**src/rtl/i2c_target_adxl357_emu_if.sv**
```systemverilog
// I2C target pin bundle: raw SCL/SDA levels seen at the pads plus the open-drain SDA pull enable.
// Latency: none (wires only).
// Backpressure: none; the bus is open-drain and the target only ever pulls SDA low.
// Ports: i_scl / i_sda (pad levels into the target), o_sda_oe (1 = pull SDA low).
interface i2c_target_adxl357_emu_if;
  logic i_scl;
  logic i_sda;
  logic o_sda_oe;

  // master: the I2C controller side, which drives SCL/SDA and observes the target's pull-down
  modport master (output i_scl, output i_sda, input o_sda_oe);
  // slave: the emulated sensor
  modport slave (input i_scl, input i_sda, output o_sda_oe);
endinterface

```
**src/rtl/i2c_target_adxl357_emu.sv**
```systemverilog
// ADXL357 register-map emulator as an oversampled I2C target (7-bit address DEV_ADDR).
// Latency: pins -> decisions take 2 sync + FILT_LEN filter cycles; SDA drive changes the cycle after filtered SCL falls.
// Backpressure: none; never stretches SCL. Snapshot loads during a transaction are deferred to one cycle after STOP.
// Ports: i_clk/i_rst_n; bus (SCL/SDA/SDA-OE); i_accx/y/z, i_temp, i_load (snapshot in); o_drdy;
//        o_reg_wr/o_reg_wr_addr/o_reg_wr_data (host write strobe); o_busy (addressed START..STOP).
module i2c_target_adxl357_emu #(
  parameter logic [6:0] DEV_ADDR = 7'h1D,
  parameter int         FILT_LEN = 3
) (
  input  logic                        i_clk,
  input  logic                        i_rst_n,
  i2c_target_adxl357_emu_if.slave     bus,
  input  logic [19:0]                 i_accx,
  input  logic [19:0]                 i_accy,
  input  logic [19:0]                 i_accz,
  input  logic [11:0]                 i_temp,
  input  logic                        i_load,
  output logic                        o_drdy,
  output logic                        o_reg_wr,
  output logic [7:0]                  o_reg_wr_addr,
  output logic [7:0]                  o_reg_wr_data,
  output logic                        o_busy
);
  localparam int CW = $clog2(FILT_LEN + 1);

  typedef enum logic [3:0] {
    IDLE, ADDR, ACK_ADDR, PTR, ACK_PTR, WR, ACK_WR, RD, RD_ACK
  } state_t;

  // ---------------- front end: sync + glitch filter, index 0 = SCL, 1 = SDA
  logic [1:0]    raw, s1, s2, flt;
  logic [CW-1:0] cnt [2];

  assign raw = {bus.i_sda, bus.i_scl};

  always_ff @(posedge i_clk or negedge i_rst_n) begin
    if (!i_rst_n) begin
      s1  <= 2'b11;
      s2  <= 2'b11;
      flt <= 2'b11;
      for (int i = 0; i < 2; i++) cnt[i] <= '0;
    end else begin
      s1 <= raw;
      s2 <= s1;
      for (int i = 0; i < 2; i++) begin
        // a new level must persist FILT_LEN consecutive samples before it is accepted
        if (s2[i] != flt[i]) begin
          if (cnt[i] == CW'(FILT_LEN - 1)) begin
            flt[i] <= s2[i];
            cnt[i] <= '0;
          end else begin
            cnt[i] <= cnt[i] + CW'(1);
          end
        end else begin
          cnt[i] <= '0;
        end
      end
    end
  end

  logic scl_f, sda_f, scl_d, sda_d, fall_d;
  logic scl_rise, scl_fall, start_c, stop_c;

  assign scl_f    = flt[0];
  assign sda_f    = flt[1];
  assign scl_rise = scl_f & ~scl_d;
  assign scl_fall = ~scl_f & scl_d;
  assign start_c  = scl_f & scl_d & sda_d & ~sda_f;
  assign stop_c   = scl_f & scl_d & ~sda_d & sda_f;

  always_ff @(posedge i_clk or negedge i_rst_n) begin
    if (!i_rst_n) begin
      scl_d  <= 1'b1;
      sda_d  <= 1'b1;
      fall_d <= 1'b0;
    end else begin
      scl_d  <= scl_f;
      sda_d  <= sda_f;
      fall_d <= scl_fall;  // all SDA drive updates happen on this delayed strobe
    end
  end

  // ---------------- register file and snapshot shadows
  state_t      state;
  logic [6:0]  sr;        // low 7 bits of the byte in flight; the 8th bit is taken live
  logic [2:0]  bit_cnt;
  logic [7:0]  ptr;
  logic        rw, phase, sda_oe, pend;
  logic [19:0] sh_x, sh_y, sh_z;
  logic [11:0] sh_t;
  logic [7:0]  reg_filter, reg_range, reg_power;
  logic [7:0]  rd_byte, rx_byte;

  assign rx_byte    = {sr, sda_f};
  assign bus.o_sda_oe = sda_oe;

  always_comb begin
    rd_byte = 8'h00;
    case (ptr)
      8'h00: rd_byte = 8'hAD;
      8'h01: rd_byte = 8'h1D;
      8'h02: rd_byte = 8'hED;
      8'h03: rd_byte = 8'h01;
      8'h06: rd_byte = {4'h0, sh_t[11:8]};
      8'h07: rd_byte = sh_t[7:0];
      8'h08: rd_byte = sh_x[19:12];
      8'h09: rd_byte = sh_x[11:4];
      8'h0A: rd_byte = {sh_x[3:0], 4'h0};
      8'h0B: rd_byte = sh_y[19:12];
      8'h0C: rd_byte = sh_y[11:4];
      8'h0D: rd_byte = {sh_y[3:0], 4'h0};
      8'h0E: rd_byte = sh_z[19:12];
      8'h0F: rd_byte = sh_z[11:4];
      8'h10: rd_byte = {sh_z[3:0], 4'h0};
      8'h28: rd_byte = reg_filter;
      8'h2C: rd_byte = reg_range;
      8'h2D: rd_byte = reg_power;
      default: rd_byte = 8'h00;
    endcase
  end

  // ---------------- protocol FSM
  always_ff @(posedge i_clk or negedge i_rst_n) begin
    if (!i_rst_n) begin
      state         <= IDLE;
      sr            <= '0;
      bit_cnt       <= '0;
      ptr           <= 8'h00;
      rw            <= 1'b0;
      phase         <= 1'b0;
      sda_oe        <= 1'b0;
      pend          <= 1'b0;
      sh_x          <= '0;
      sh_y          <= '0;
      sh_z          <= '0;
      sh_t          <= '0;
      reg_filter    <= 8'h00;
      reg_range     <= 8'h81;
      reg_power     <= 8'h01;
      o_drdy        <= 1'b0;
      o_reg_wr      <= 1'b0;
      o_reg_wr_addr <= 8'h00;
      o_reg_wr_data <= 8'h00;
      o_busy        <= 1'b0;
    end else begin
      o_reg_wr <= 1'b0;
      if (stop_c) begin
        state  <= IDLE;
        sda_oe <= 1'b0;
        o_busy <= 1'b0;
        phase  <= 1'b0;
      end else if (start_c) begin
        // repeated START keeps the pointer so write-ptr/restart/read works
        state   <= ADDR;
        bit_cnt <= '0;
        sda_oe  <= 1'b0;
        phase   <= 1'b0;
      end else begin
        case (state)
          ADDR: if (scl_rise) begin
            sr      <= {sr[5:0], sda_f};
            bit_cnt <= bit_cnt + 3'd1;
            if (bit_cnt == 3'd7) begin
              if (sr == DEV_ADDR) begin
                rw     <= sda_f;
                o_busy <= 1'b1;
                state  <= ACK_ADDR;
              end else begin
                state <= IDLE;
              end
            end
          end
          // phase 0: 8th fall -> assert ACK; phase 1: 9th fall -> release / hand over
          ACK_ADDR: if (fall_d) begin
            if (!phase) begin
              sda_oe <= 1'b1;
              phase  <= 1'b1;
            end else begin
              phase   <= 1'b0;
              bit_cnt <= '0;
              if (rw) begin
                sr     <= rd_byte[6:0];
                sda_oe <= ~rd_byte[7];
                state  <= RD;
              end else begin
                sda_oe <= 1'b0;
                state  <= PTR;
              end
            end
          end
          PTR: if (scl_rise) begin
            sr      <= {sr[5:0], sda_f};
            bit_cnt <= bit_cnt + 3'd1;
            if (bit_cnt == 3'd7) begin
              ptr   <= rx_byte;
              state <= ACK_PTR;
            end
          end
          ACK_PTR, ACK_WR: if (fall_d) begin
            if (!phase) begin
              sda_oe <= 1'b1;
              phase  <= 1'b1;
            end else begin
              sda_oe  <= 1'b0;
              phase   <= 1'b0;
              bit_cnt <= '0;
              state   <= WR;
            end
          end
          WR: if (scl_rise) begin
            sr      <= {sr[5:0], sda_f};
            bit_cnt <= bit_cnt + 3'd1;
            if (bit_cnt == 3'd7) begin
              o_reg_wr      <= 1'b1;
              o_reg_wr_addr <= ptr;
              o_reg_wr_data <= rx_byte;
              case (ptr)
                8'h28: reg_filter <= rx_byte;
                8'h2C: reg_range  <= rx_byte;
                8'h2D: reg_power  <= rx_byte;
                default: ;
              endcase
              ptr   <= ptr + 8'd1;
              state <= ACK_WR;
            end
          end
          RD: begin
            if (scl_rise) begin
              bit_cnt <= bit_cnt + 3'd1;
              if (bit_cnt == 3'd7) begin
                state <= RD_ACK;
                if (ptr == 8'h08) o_drdy <= 1'b0;
              end
            end
            if (fall_d) begin
              sda_oe <= ~sr[6];
              sr     <= {sr[5:0], 1'b0};
            end
          end
          RD_ACK: begin
            if (fall_d && !phase) sda_oe <= 1'b0;
            if (scl_rise) begin
              if (sda_f) begin
                state <= IDLE;  // NACK: hold off until STOP or repeated START
              end else begin
                ptr   <= ptr + 8'd1;
                phase <= 1'b1;
              end
            end
            if (fall_d && phase) begin
              phase   <= 1'b0;
              sr      <= rd_byte[6:0];
              sda_oe  <= ~rd_byte[7];
              bit_cnt <= '0;
              state   <= RD;
            end
          end
          default: ;
        endcase
      end

      // snapshot: capture now when idle, otherwise once after the transaction closes
      if (i_load && o_busy) pend <= 1'b1;
      if ((i_load || pend) && !o_busy) begin
        sh_x   <= i_accx;
        sh_y   <= i_accy;
        sh_z   <= i_accz;
        sh_t   <= i_temp;
        pend   <= 1'b0;
        o_drdy <= 1'b1;
      end
    end
  end
endmodule
```
**src/flat_wrapper.sv**
```systemverilog
// flat-port wrapper written by rule: the top's interface ports become plain ports
module i2c_target_adxl357_emu_flat 
#(
  parameter logic [6:0] DEV_ADDR = 7'h1D,
  parameter int         FILT_LEN = 3
)
  (i_clk, i_rst_n, i_accx, i_accy, i_accz, i_temp, i_load, o_drdy, o_reg_wr, o_reg_wr_addr, o_reg_wr_data, o_busy, bus_i_scl, bus_i_sda, bus_o_sda_oe);
  i2c_target_adxl357_emu_if bus_i ();
  input  logic i_clk;
  input  logic i_rst_n;
  input  logic [19:0] i_accx;
  input  logic [19:0] i_accy;
  input  logic [19:0] i_accz;
  input  logic [11:0] i_temp;
  input  logic i_load;
  output logic o_drdy;
  output logic o_reg_wr;
  output logic [7:0] o_reg_wr_addr;
  output logic [7:0] o_reg_wr_data;
  output logic o_busy;
  input wire logic [$bits(bus_i.i_scl)-1:0] bus_i_scl;
  input wire logic [$bits(bus_i.i_sda)-1:0] bus_i_sda;
  output wire logic [$bits(bus_i.o_sda_oe)-1:0] bus_o_sda_oe;
  assign bus_i.i_scl = bus_i_scl;
  assign bus_i.i_sda = bus_i_sda;
  assign bus_o_sda_oe = bus_i.o_sda_oe;
  i2c_target_adxl357_emu #(.DEV_ADDR(DEV_ADDR), .FILT_LEN(FILT_LEN)) u_core (.i_clk(i_clk), .i_rst_n(i_rst_n), .bus(bus_i), .i_accx(i_accx), .i_accy(i_accy), .i_accz(i_accz), .i_temp(i_temp), .i_load(i_load), .o_drdy(o_drdy), .o_reg_wr(o_reg_wr), .o_reg_wr_addr(o_reg_wr_addr), .o_reg_wr_data(o_reg_wr_data), .o_busy(o_busy));
endmodule
```
**config.mk**
```make
export PLATFORM = sky130hd
export DESIGN_NAME = i2c_target_adxl357_emu_flat
export DESIGN_NICKNAME = d
export VERILOG_FILES = /design/src/rtl/i2c_target_adxl357_emu_if.sv /design/src/rtl/i2c_target_adxl357_emu.sv /design/src/flat_wrapper.sv
export SDC_FILE = /design/constraint.sdc
export NUM_CORES = 1
export LEC_CHECK = 0
export BUFFER_PORTS_ARGS = -buffer_cell sky130_fd_sc_hd__buf_4
export CORE_ASPECT_RATIO = 1.75
export CORE_MARGIN = 2
export CORE_UTILIZATION = 63
export CTS_CLUSTER_DIAMETER = 40
export DETAILED_ROUTE_END_ITERATION = 10
export PLACE_DENSITY = 0.86
export SYNTH_ARGS = -nofsm -noshare
export SYNTH_HDL_FRONTEND = slang
export SYNTH_SLANG_ARGS = --single-unit
export TNS_END_PERCENT = 100
```
**constraint.sdc**
```tcl
create_clock -name i_clk -period 4.45 [get_ports i_clk]
set_input_delay 0.445 -clock i_clk [delete_from_list [all_inputs] [get_ports i_clk]]
set_output_delay 0.445 -clock i_clk [all_outputs]
set_load 0.1 [all_outputs]
```
---- After elaboration in Yosys (flattened, before gate mapping) ----
Cells that the tools add are included.
word-level totals
  bits in read-only memories .............. 0
  output and inout port bits .............. 20
  bits in latches ......................... 0
  memory bits (writable) .................. 0
  register bits ........................... 154
  bits of input ports ..................... 77
  memories kept ........................... 0
operators by class
  $mul .................................... 0
  divide/modulo/power cells ............... 0
  reduce and logical (&&, ||, !) cells .... 42
  bitwise gates (word level) .............. 15
  equal/unequal tests ..................... 68
  $lt $le $gt $ge ......................... 0
  $add $sub $neg .......................... 4
  muxes and demuxes ....................... 82
  shift-type cells ........................ 0
operators with widths
  kind                                                  number
  one-hot mux 8 bit (18 select lines)                   1
  2-to-1 mux 4 bit                                      17
  equality test 8 x 4 -> 1 bit (second input constant)  8
  != test 4 x 1 -> 1 bit (second input constant)        14
  2-to-1 mux 8 bit                                      6
  2-to-1 mux 7 bit                                      6
  AND reduction 6 bit                                   6
  2-to-1 mux 1 bit                                      35
  one-hot mux 4 bit (7 select lines)                    1
  one-hot mux 7 bit (4 select lines)                    1
  equality test 8 x 6 -> 1 bit (second input constant)  3
  one-hot mux 8 bit (3 select lines)                    1
  != test 2 x 1 -> 1 bit (second input constant)        11
  2-to-1 mux 3 bit                                      6
  AND reduction 9 bit                                   2
  nonzero test 2 bit                                    9
  equality test 4 x 3 -> 1 bit (second input constant)  4
  equality test 8 x 2 -> 1 bit (second input constant)  2
  equality test 8 x 3 -> 1 bit (second input constant)  2
  != test 5 x 1 -> 1 bit (second input constant)        3
  AND reduction 15 bit                                  1
  AND reduction 5 bit                                   3
  != test 3 x 1 -> 1 bit (second input constant)        4
  nonzero test 4 bit                                    3
  32 further kinds                                      62

---- Longest topological paths before layout ----
  depth after elaboration ................. 9
  mapped depth ............................ 10
  mapped depth without buffers ............ 8

---- Least setup slack after synthesis ----
OpenSTA, ideal clock, no wires.
  path kind ............................... reg2reg
  start point ............................. register u_core.o_busy
  end point ............................... register u_core.sh_t[0]
  path slack .............................. 2,175 ps
  arrival time ............................ 2,150 ps
  path buffers ............................ 2
  stages on the path, launching flop included .. 5
  library setup time ...................... 125 ps
  cell sequence ........................... dfrtp_1 o21bai_1 clkbuf_1 clkbuf_1 mux2_2
on the way
  longest elaborated chain between the ends .. 2
RTL lines
  item                    line                           text
  start, declared         i2c_target_adxl357_emu.sv:22   output logic o_busy
  start signal, assigned  i2c_target_adxl357_emu.sv:144  o_busy <= 1'b0;
  start signal, assigned  i2c_target_adxl357_emu.sv:150  o_busy <= 1'b0;
  start signal, assigned  i2c_target_adxl357_emu.sv:166  o_busy <= 1'b1;
  zero test 1 bit         i2c_target_adxl357_emu.sv:264  if ((i_load || pend) && !o_busy) begin
  logical AND 1 bit       i2c_target_adxl357_emu.sv:264
  end signal, assigned    i2c_target_adxl357_emu.sv:268  sh_t <= i_temp;
  end, declared           i2c_target_adxl357_emu.sv:90   logic [11:0] sh_t;
No other way between the ends.
A chain may end at the register's enable or synchronous reset.

---- Final worst setup path ----
  start point ............................. register u_core.state[0]
  end point ............................... register u_core.reg_range[6]
on the way
  longest elaborated chain between the ends .. 2
RTL lines
  item                                  line                           text
  start, declared                       i2c_target_adxl357_emu.sv:84   state_t state;
  start signal, assigned                i2c_target_adxl357_emu.sv:125  state <= IDLE;
  start signal, assigned                i2c_target_adxl357_emu.sv:148  state <= IDLE;
  start signal, assigned                i2c_target_adxl357_emu.sv:154  state <= ADDR;
  equality test 4 x 3 -> 1 bit          i2c_target_adxl357_emu.sv:159  case (state)
  AND reduction 6 bit (no source line)  -
  end signal, assigned                  i2c_target_adxl357_emu.sv:219  8'h2C: reg_range <= rx_byte;
  end, declared                         i2c_target_adxl357_emu.sv:91   logic [7:0] reg_filter, reg_range, reg_power;
No other way between the ends.

==> qor.csv <==
metric,value,unit
Hold Path Class,in2async,
clk_lat worst skew,420,ps
VDD IR max,0.351,mV
CTS Hold Bufs,0,
CTS tree,yes,
PwrDens,588,nW/um2
crit path kind,reg2reg,
"Setup Fix Bufs, Post-CTS",0,
status,completed,
"Distinct cells, synth",62,
required time worst endpoint,4750,ps
clk root buf,clkbuf_16,
GRT Overall Usage,0.338,
Int Pwr,3130,uW
wire length per cell,23.0,um
Seq pwr share,0.388,
# diodes,0,
switching share of power,0.397,
post_cts resized,0,
Final Cycle Share,0.686,
highest-count cells in the layout ignoring fill and taps,"143 x dfrtp_1, 111 x mux2_2, 102 x buf_4",
Yosys warnings,0,
post-synthesis async set-or-reset flop share,1.00,
Die ar.,12800,um2
register bit total from synthesis,154,
final setup vio count,0,
final hold vios,0,
Mapped Area,7510,um2
largest net degree at the start of global routing,120,
syn_nets,748,
initial antenna violation count,0,
Post-Route WL,20.4,mm
Port-buffer cells,96,
vias in the first global route,6370,
H-tree depth,4,
drt drc,0,
top_reg_cell synth,dfrtp_1,
max cap viols,0,
Leak,0.00388,uW
RePlAce Congestion,0.941,
RSZ-0062 raised after global routing,no,
row count,52,
first-pass GRT wire length,33.1,mm
"Seq/Total Area, Yosys",0.515,
Tmin final,3050,ps
GRT Residual Overflow,0,
area grow syn2layout,17.8,%
Worst-Margin Slew,1100,ps
post-DR vias/cell,6.72,
initial drt markers,652,
clock buffer depth,2,
I/O pin cnt,97,
worst-path fanout max,21,
Final WS setup,1400,ps
setup tns final,0,ps
Max-slew headroom,0.264,
Place WS,1500,ps
antenna-violating nets left,0,
count of flip-flops with a built-in enable after synthesis,0,
DIE WIDTH,86.5,um
Synth Area per Inst,11.3,um2
layout cells sized above 1,0.359,
"commonest non-fill, non-tap cell in the layout",dfrtp_1,
switching power,2070,uW
Clock Skews,11.2,ps
clock power share,0.274,
Critical Path Source Type,flop,
HPWL after detailed placement,13.9,mm
Peak Freq,328,MHz
nets@finish,822,
via count,5959,
Setup crit end kind,flop,
max-slew violations,0,
"CTS clk-pin slew, worst paths",60,ps
die height,148,um
CTS Sinks,154,
Combinational Power Share,0.338,
initial core utilization,0.649,
Core Box Area,11600,um2
crit path DAT,3350,ps
Gate Count Post-Synth,665,
CTS buffer count,17,
Initial DRT Pass Iterations,9,
-- worst paths after layout --
kind	start	to	slack (ps)	depth (start not counted)
min	i_rst_n	u_core.cnt[0]	130	1
min reg2reg	u_core.s1[1]	u_core.s2[1]	360	0
max reg2reg	u_core.state[0]	u_core.reg_range[6]	1400	6
max	u_core.state[0]	u_core.reg_range[6]	1400	6
max in group asynchronous	i_rst_n	u_core.s1[1]	3250	2
min in group i_clk	bus_i_scl	u_core.s1[0]	140	1
-- sequential cells by signal, indices dropped and copies added, names as in the netlist, 7 cells and up --
| register | flops |
|---|---|
| u_core.o_reg_wr_addr | 8 |
| u_core.o_reg_wr_data | 8 |
| u_core.ptr | 8 |
| u_core.reg_filter | 8 |
| u_core.reg_power | 8 |
| u_core.reg_range | 8 |
| u_core.sh_t | 12 |
| u_core.sh_x | 20 |
| u_core.sh_y | 20 |
| u_core.sh_z | 20 |
| u_core.sr | 7 |
-- power by group through the flow --
stage	combinational (uW)	sequential [uW]	clock (uW)
2_1_floorplan	1400	1810	0
3_3_place_gp	1660	2000	0
3_5_place_dp	1700	2020	0
4_1_cts	1730	2000	1440
5_1_grt	1900	2040	1490
6_report	1760	2020	1430
-- layer usage --
| layer | wire length [um] | GRT usage |
|---|---|---|
| met4 | 1230 | 0.198 |
| met1 | 7230 | 0.391 |
| met3 | 1170 | 0.0627 |
| met5 | 0 | 0 |
| met2 | 10800 | 0.575 |
-- logic make-up after synthesis --
family	Yosys count	synth area share
and+or+nand+nor	158	0.110
adders and majority gates	6	0.00999
buffers and inverters	64	0.0346
xor gates and xnor gates	4	0.00466
AOI/OAI and AO/OA	163	0.153
DFF	154	0.515
muxes	116	0.173
-- synthesized netlist by cell type (all sizes together), types with 5 or more instances --
cell / number / area, um2
a21oi: 36 / 180
mux2i: 5 / 50.1
buf: 9 / 53.8
a221oi: 7 / 61.3
a22o: 10 / 87.6
inv: 16 / 60.1
a22oi: 12 / 90.1
nand4: 8 / 50.1
o221ai: 7 / 98.9
mux2: 111 / 1250
dfrtp: 143 / 3580
dfstp: 11 / 289
nor3: 11 / 77.6
a31oi: 7 / 43.8
o211ai: 7 / 52.6
nand2: 53 / 199
o22ai: 12 / 75.1
nor2: 23 / 86.3
a32oi: 5 / 43.8
clkbuf: 39 / 146
o21ai: 26 / 130
ha: 6 / 75.1
nor2b: 12 / 75.1
and3: 5 / 31.3
and2: 5 / 31.3
nand3: 21 / 105
a211oi: 7 / 52.6
-- cell type report --
class                   count  area [um2]
flip-flops and latches    154        3870
clock inverters            13         134
inverters                  16        60.1
well taps                 135         169
repair buffers            103         777
multi-input cells         447        3400
fillers                   719        2740
clock buffers              19         443
-- worst max-delay path, cell delays in order (launching register included) --
cell and delay, ps:
dfrtp_1 680, nand2b_1 180, nor2_1 320, nand3_1 700, inv_2 330, nand3_1 340, mux2_2 390
-- through the flow --
step | instance area [um2] | utilization | hold slack (ps) | instances | power, uW
floorplan | 7510 | - | 149 | 665 | 3210
global placement | 8270 | 0.714 | 346 | 855 | 3660
detailed placement | 8270 | 0.714 | 348 | 855 | 3720
CTS | 8850 | 0.764 | 124 | 887 | 5160
global route | 8850 | 0.764 | 120 | 887 | 5440
finish | 8850 | 0.764 | 132 | 887 | 5200
(Power assumes the default switching activity.)
